File: src/rtl/apb_pkg.sv
// apb_pkg: shared types and defaults for the APB requester and completer.
// Latency: n/a (types, constants and a width helper only).
// Backpressure: n/a.
package apb_pkg;

  // Transfer phase of the APB requester FSM.
  typedef enum logic [1:0] {
    IDLE   = 2'd0,
    SETUP  = 2'd1,
    ACCESS = 2'd2
  } apb_state_e;

  localparam int APB_ADDR_W         = 8;
  localparam int APB_DATA_W         = 32;
  localparam int APB_TIMEOUT_CYCLES = 16;

  // Counter width able to hold the value 'limit' itself.
  function automatic int apb_cnt_w(input int limit);
    return $clog2(limit + 1);
  endfunction

endpackage

File: src/rtl/apb_timeout_ctr.sv
// apb_timeout_ctr: saturating wait counter with synchronous clear and enable.
// Latency: count updates at the edge; expired is combinational from count/en/limit.
// Backpressure: none; expired flags that the current enabled cycle brings the count to limit.
module apb_timeout_ctr #(
  parameter int CNT_W = 5
) (
  input  logic             clk,
  input  logic             rst,
  input  logic             clr,
  input  logic             en,
  input  logic [CNT_W-1:0] limit,
  output logic             expired
);

  logic [CNT_W-1:0] count_q;
  logic [CNT_W-1:0] count_d;
  logic [CNT_W:0]   count_inc;

  // One extra bit so the compare against limit cannot wrap.
  assign count_inc = {1'b0, count_q} + (CNT_W + 1)'(1);
  assign expired   = en && (count_inc >= {1'b0, limit});

  // Next count: clear wins, otherwise increment while enabled until all-ones.
  always_comb begin
    count_d = count_q;
    if (clr) begin
      count_d = '0;
    end else if (en && (count_q != '1)) begin
      count_d = count_inc[CNT_W-1:0];
    end
  end

  // Count register.
  always_ff @(posedge clk) begin
    if (rst) begin
      count_q <= '0;
    end else begin
      count_q <= count_d;
    end
  end

endmodule

File: src/rtl/apb_master.sv
// apb_master: valid/ready command stream to APB3 SETUP/ACCESS transfers, one rsp pulse per command.
// Latency: accept-to-rsp_valid 3 cycles, +1 per ACCESS cycle with PREADY=0.
// Backpressure: cmd_ready only in IDLE, rsp has none; APB_MASTER_TIMEOUT_EN bounds ACCESS waits.
module apb_master
  import apb_pkg::*;
#(
  parameter int ADDR_W         = APB_ADDR_W,
  parameter int DATA_W         = APB_DATA_W,
  parameter int TIMEOUT_CYCLES = APB_TIMEOUT_CYCLES
) (
  input  logic              PCLK,
  input  logic              PRESET,
  input  logic              cmd_valid,
  output logic              cmd_ready,
  input  logic              cmd_write,
  input  logic [ADDR_W-1:0] cmd_addr,
  input  logic [DATA_W-1:0] cmd_wdata,
  output logic              rsp_valid,
  output logic [DATA_W-1:0] rsp_rdata,
  output logic              rsp_err,
  output logic              rsp_timeout,
  output logic              PSEL,
  output logic              PENABLE,
  output logic              PWRITE,
  output logic [ADDR_W-1:0] PADDR,
  output logic [DATA_W-1:0] PWDATA,
  input  logic [DATA_W-1:0] PRDATA,
  input  logic              PREADY,
  input  logic              PSLVERR
);

  apb_state_e        state_q, state_d;
  logic              psel_q, psel_d;
  logic              penable_q, penable_d;
  logic              pwrite_q, pwrite_d;
  logic [ADDR_W-1:0] paddr_q, paddr_d;
  logic [DATA_W-1:0] pwdata_q, pwdata_d;
  logic              rsp_valid_q, rsp_valid_d;
  logic [DATA_W-1:0] rsp_rdata_q, rsp_rdata_d;
  logic              rsp_err_q, rsp_err_d;

`ifdef APB_MASTER_TIMEOUT_EN
  localparam int CNT_W = apb_cnt_w(TIMEOUT_CYCLES);

  logic ctr_clr;
  logic ctr_en;
  logic ctr_expired;
  logic rsp_timeout_q, rsp_timeout_d;

  // Wait count restarts every transfer and only advances on stalled ACCESS cycles.
  assign ctr_clr = (state_q == SETUP);
  assign ctr_en  = (state_q == ACCESS) && !PREADY;

  apb_timeout_ctr #(
    .CNT_W (CNT_W)
  ) u_timeout_ctr (
    .clk     (PCLK),
    .rst     (PRESET),
    .clr     (ctr_clr),
    .en      (ctr_en),
    .limit   (CNT_W'(TIMEOUT_CYCLES)),
    .expired (ctr_expired)
  );

  // Timeout status register, aligned with the other rsp_* flops.
  always_ff @(posedge PCLK) begin
    if (PRESET) begin
      rsp_timeout_q <= 1'b0;
    end else begin
      rsp_timeout_q <= rsp_timeout_d;
    end
  end

  assign rsp_timeout = rsp_timeout_q;
`else
  // The wait limit only matters in the timeout build.
  logic unused_timeout_cfg;
  assign unused_timeout_cfg = (TIMEOUT_CYCLES >= 1);
  assign rsp_timeout        = 1'b0;
`endif

  // Next-state and registered-output decode for the SETUP/ACCESS sequence.
  always_comb begin
    state_d     = state_q;
    psel_d      = psel_q;
    penable_d   = penable_q;
    pwrite_d    = pwrite_q;
    paddr_d     = paddr_q;
    pwdata_d    = pwdata_q;
    rsp_valid_d = 1'b0;
    rsp_rdata_d = rsp_rdata_q;
    rsp_err_d   = rsp_err_q;
`ifdef APB_MASTER_TIMEOUT_EN
    rsp_timeout_d = rsp_timeout_q;
`endif
    case (state_q)
      IDLE: begin
        if (cmd_valid) begin
          state_d   = SETUP;
          psel_d    = 1'b1;
          penable_d = 1'b0;
          pwrite_d  = cmd_write;
          paddr_d   = cmd_addr;
          // Reads leave the previous write data on the bus.
          if (cmd_write) begin
            pwdata_d = cmd_wdata;
          end
        end
      end
      SETUP: begin
        state_d   = ACCESS;
        penable_d = 1'b1;
      end
      ACCESS: begin
        if (PREADY) begin
          state_d     = IDLE;
          psel_d      = 1'b0;
          penable_d   = 1'b0;
          rsp_valid_d = 1'b1;
          rsp_rdata_d = pwrite_q ? '0 : PRDATA;
          rsp_err_d   = PSLVERR;
`ifdef APB_MASTER_TIMEOUT_EN
          rsp_timeout_d = 1'b0;
        end else if (ctr_expired) begin
          state_d       = IDLE;
          psel_d        = 1'b0;
          penable_d     = 1'b0;
          rsp_valid_d   = 1'b1;
          rsp_rdata_d   = '0;
          rsp_err_d     = 1'b1;
          rsp_timeout_d = 1'b1;
`endif
        end
      end
      default: begin
        state_d   = IDLE;
        psel_d    = 1'b0;
        penable_d = 1'b0;
      end
    endcase
  end

  // State and output registers; reset drops any transfer in flight.
  always_ff @(posedge PCLK) begin
    if (PRESET) begin
      state_q     <= IDLE;
      psel_q      <= 1'b0;
      penable_q   <= 1'b0;
      pwrite_q    <= 1'b0;
      paddr_q     <= '0;
      pwdata_q    <= '0;
      rsp_valid_q <= 1'b0;
      rsp_rdata_q <= '0;
      rsp_err_q   <= 1'b0;
    end else begin
      state_q     <= state_d;
      psel_q      <= psel_d;
      penable_q   <= penable_d;
      pwrite_q    <= pwrite_d;
      paddr_q     <= paddr_d;
      pwdata_q    <= pwdata_d;
      rsp_valid_q <= rsp_valid_d;
      rsp_rdata_q <= rsp_rdata_d;
      rsp_err_q   <= rsp_err_d;
    end
  end

  assign cmd_ready = (state_q == IDLE);
  assign PSEL      = psel_q;
  assign PENABLE   = penable_q;
  assign PWRITE    = pwrite_q;
  assign PADDR     = paddr_q;
  assign PWDATA    = pwdata_q;
  assign rsp_valid = rsp_valid_q;
  assign rsp_rdata = rsp_rdata_q;
  assign rsp_err   = rsp_err_q;

endmodule

File: config.mk
export PLATFORM = sky130hd
export DESIGN_NAME = apb_master
export DESIGN_NICKNAME = d
export VERILOG_FILES = /design/src/rtl/apb_pkg.sv /design/src/rtl/apb_timeout_ctr.sv /design/src/rtl/apb_master.sv
export SDC_FILE = /design/constraint.sdc
export NUM_CORES = 1
export LEC_CHECK = 0
export CAP_MARGIN = 10
export CORE_ASPECT_RATIO = 1.4
export CORE_MARGIN = 2
export CORE_UTILIZATION = 25
export DETAILED_ROUTE_END_ITERATION = 8
export SYNTH_ARGS = -nofsm -noshare
export SYNTH_HDL_FRONTEND = slang
export SYNTH_SLANG_ARGS = --single-unit
File: constraint.sdc
create_clock -name PCLK -period 1.7 [get_ports PCLK]
set_clock_uncertainty 0.15 [all_clocks]
set_input_delay 0.17 -clock PCLK [delete_from_list [all_inputs] [get_ports PCLK]]
set_output_delay 0.17 -clock PCLK [all_outputs]
set_load 0.02 [all_outputs]
==> results.sh <==
export IMPL_slew_violations=0
export IMPL_critical_path_required_ns=1.38
export IMPL_grt_ovfl_total=0
export IMPL_p_sw_mw=1.100
export IMPL_clock_latency_ns=0.33
export IMPL_status="complete, no violations"
export IMPL_power_leakage_nw=2.006
export IMPL_num_antenna_cells=0
export IMPL_synth_compound_area_share_pct=0.7692
export IMPL_p_seq_share_pct=40.6
export IMPL_row_count=51
export IMPL_start_kind="flop"
export IMPL_finalSetupTns_ns=0
export IMPL_routed_top_layer="met4"
export IMPL_clkPwrFrac_pct=43.1
export IMPL_finalHoldViolCount=0
export IMPL_synthAdderAreaFrac_pct=0
export IMPL_synthDominantCellAreaShare_pct=43.64
export IMPL_setup_viol=0
export IMPL_met2_length_um=4664
export IMPL_drc=0
export IMPL_wl_met1_um=3762
export IMPL_die_y_um=145.6
export IMPL_dieArea_mm2=0.01530
export IMPL_critical_path_top_delay_family="buffers and inverters"
export IMPL_yosysSeqAreaShare_pct=43.64
export IMPL_numClockSinks=78
export IMPL_syn_mean_instance_area_um2=10.46
export IMPL_worstPathCellList="clkdlybuf4s50_1"
export IMPL_ys_ff_latch=78
export IMPL_nNetsFinal=567
export IMPL_routabilityCongestion=0.7169
export IMPL_design_area_mm2=0.005655
export IMPL_grt_start_max_net_pins=63
export IMPL_synth_area_mux_share_pct=20.42
export IMPL_post_dp_cell_area_mm2=0.005331
export IMPL_maxCapViolCount=0
export IMPL_portBuffers=155
export IMPL_routed_wl_um=9123
export IMPL_io_pins=157
export IMPL_clockBufferDepth=2
export IMPL_p_sw_share_pct=22.91
export IMPL_ant_nets=0
export IMPL_cts_tree="built"
export IMPL_cts_root_buf="clkbuf_16"
export IMPL_drive_gt1_share_pct=12.55
export IMPL_grt_pass1_vias=2941
export IMPL_syn_area_mm2=0.003578
export IMPL_grt_pass1_wl_um=14460
export IMPL_drt_pass1_iter_count=4
export IMPL_synthDistinctLibCells=22
export IMPL_syn_nets=420
export IMPL_max_freq_mhz=617.3
export IMPL_critPathKind="reg -> out"
export IMPL_finalCritPeriodShare_pct=95.29
export IMPL_synthTopCellsByArea="dfxtp_1 44%, mux2i_1 20%, nand2b_1 20%, or3b_2 8.1%, clkbuf_1 1.9%"
export IMPL_critical_path_max_stage_delay_ns=0.64
export IMPL_yosys_area_top_type="dfxtp_1"
export IMPL_post_drt_via_cell_ratio=4.166
export IMPL_yosys_warnings=0
export IMPL_powerDensity_mw_per_mm2=849.3
export IMPL_arrival_ns=1.30
export IMPL_ctsHtreeMaxLevel=3
export IMPL_start_util_pct=25.61
export IMPL_ir_drop_mv=0.4101
export IMPL_p_int_mw=3.703
export IMPL_synth_xor_area_share_pct=0
export IMPL_cp_max_fo=2
export IMPL_power_frac_comb_pct=16.3
export IMPL_cp_slowest_cell="clkdlybuf4s50_1"
export IMPL_clk_pin_slew_ns=0.06
export IMPL_worst_setup_path_end_kind="primary output"
export IMPL_hold_path_class="in -> reg"
export IMPL_track_usage_pct=11.70
export IMPL_wl_met3_um=524
export IMPL_antenna_found_initial=0
export IMPL_routed_via_count=2829
export IMPL_synth_cells=342
export IMPL_fillCellCount=1366
export IMPL_rsz0062_at_grt="no"
export IMPL_syn_to_final_growth_pct=58.04
export IMPL_dp_hpwl_um=6656
export IMPL_synth_simple_gate_area_share_pct=29.86
export IMPL_drt_iter0_drc=50
export IMPL_cts_made_buffers=9
export IMPL_crit_buf_inv=1
export IMPL_core_mm2=0.01397
export IMPL_dieWidth_um=105.1
export IMPL_finalCriticalPeriod_ns=1.620
export IMPL_wl_per_cell_um=13.44
export IMPL_post_cts_buffers=0
export IMPL_fin_util_pct=40.47
export IMPL_synth_top_family_by_area="simple AND/OR/NAND/NOR gates"
metrics by stage:
step | total power, mW | hold slack [ns] | std cells | setup WS, ns
final | 4.803 | 0.1185 | 679 | 0.08010
after global routing | 5.014 | 0.1357 | 679 | 0.02086
after CTS | 4.895 | 0.1077 | 679 | 0.004966
after detailed placement | 2.783 | 0.3138 | 663 | 0.09637
after global placement | 2.775 | 0.3070 | 663 | 0.1582
after floorplan | 2.379 | 0.1753 | 342 | 0.2889
final cells by class:
type / instances / area (um^2) / area share [%]
Timing Repair Buffer: 165 / 1699 / 30.04
Clock inverter: 5 / 81.33 / 1.438
Clock buffer: 11 / 242.7 / 4.292
Tap cell: 185 / 231.5 / 4.093
Multi-Input combinational cell: 234 / 1836 / 32.46
Inverter: 1 / 3.754 / 0.06637
Sequential cell: 78 / 1562 / 27.61
cells by family after synthesis:
group	Yosys count
AO/OA/AOI/OAI	4
multiplexers	73
AND/OR/NAND/NOR	156
buffers and inverters	30
flip-flops	78
other	1
worst register-to-register path, delay by kind of cell, from the launching register on:
family / cells / cell delay, ns
multiplexers: 1 / 0.23
AND/OR/NAND/NOR: 1 / 0.31
flip-flops: 1 / 0.46
buffers and inverters: 1 / 0.19
cells in the mapped netlist, drive strengths merged:
cell type	number
conb	1
or2b	1
mux2i	73
inv	1
and4bb	1
a21oi	1
nor3b	1
o2bb2ai	1
clkbuf	18
and2	2
or3b	33
and3b	1
dfxtp	78
o21ai	1
nor2b	1
buf	11
a22o	1
nor2	1
nand2b	115
sequential cells by signal (all words and copies together) (netlist names):
| signal | count |
|---|---|
| PSEL | 1 |
| rsp_valid | 1 |
| rsp_rdata | 32 |
| PADDR | 8 |
| PWRITE | 1 |
| rsp_err | 1 |
| state_q | 2 |
| PWDATA | 32 |
power groups by stage:
stage          Combinational (mW)  Clock [mW]  Sequential (mW)
3_5_place_dp                0.793           0             1.99
2_1_floorplan               0.304           0             2.08
5_1_grt                     0.835        2.22             1.96
6_report                    0.782        2.07             1.95
4_1_cts                     0.794        2.15             1.95
3_3_place_gp                0.786           0             1.99
path summary, 6_finish.rpt:
kind | from | to | slack (ns) | cells after the start
min reg2reg | rsp_err | rsp_err | 0.32 | 2
max | PADDR[5] | PADDR[5] | 0.08 | 1
max reg2reg | state_q[1] | rsp_rdata[4] | 0.27 | 3
min | PRESET | rsp_rdata[22] | 0.12 | 3
layout by cell type (no fill, tap or decap):
master / n
and3b_2: 1
nand2b_1: 115
conb_1: 1
a22o_1: 1
clkinv_2: 1
buf_12: 6
dlymetal6s2s_1: 1
nor2b_1: 1
mux2i_1: 73
or2b_1: 1
clkdlybuf4s50_1: 151
clkbuf_1: 1
dlygate4sd2_1: 2
inv_6: 1
buf_4: 5
dfxtp_1: 78
nor2_1: 1
o21ai_0: 1
or3b_2: 33
and4bb_2: 1
clkinvlp_4: 1
and2_1: 2
clkbuf_8: 1
inv_1: 1
clkbuf_16: 9
nor3b_2: 1
a21oi_1: 1
bufinv_16: 2
o2bb2ai_1: 1
routing by layer:
metal  vias up  global-route usage, %
met5         -                      0
met4         0                  5.400
met3        12                  3.000
met2        91                  20.75
met1      1298                  12.96
li1       1428                      -
repair_timing:
item / in CTS / in global routing
cloned: 0 / 0
pin swaps: 0 / 0
hold buffers: 0 / 0
resized for setup: 2 / 1
setup endpoints to repair: 2 / 1
endpoints found under the hold margin: 0 / 0
(Power assumes the default switching activity.)
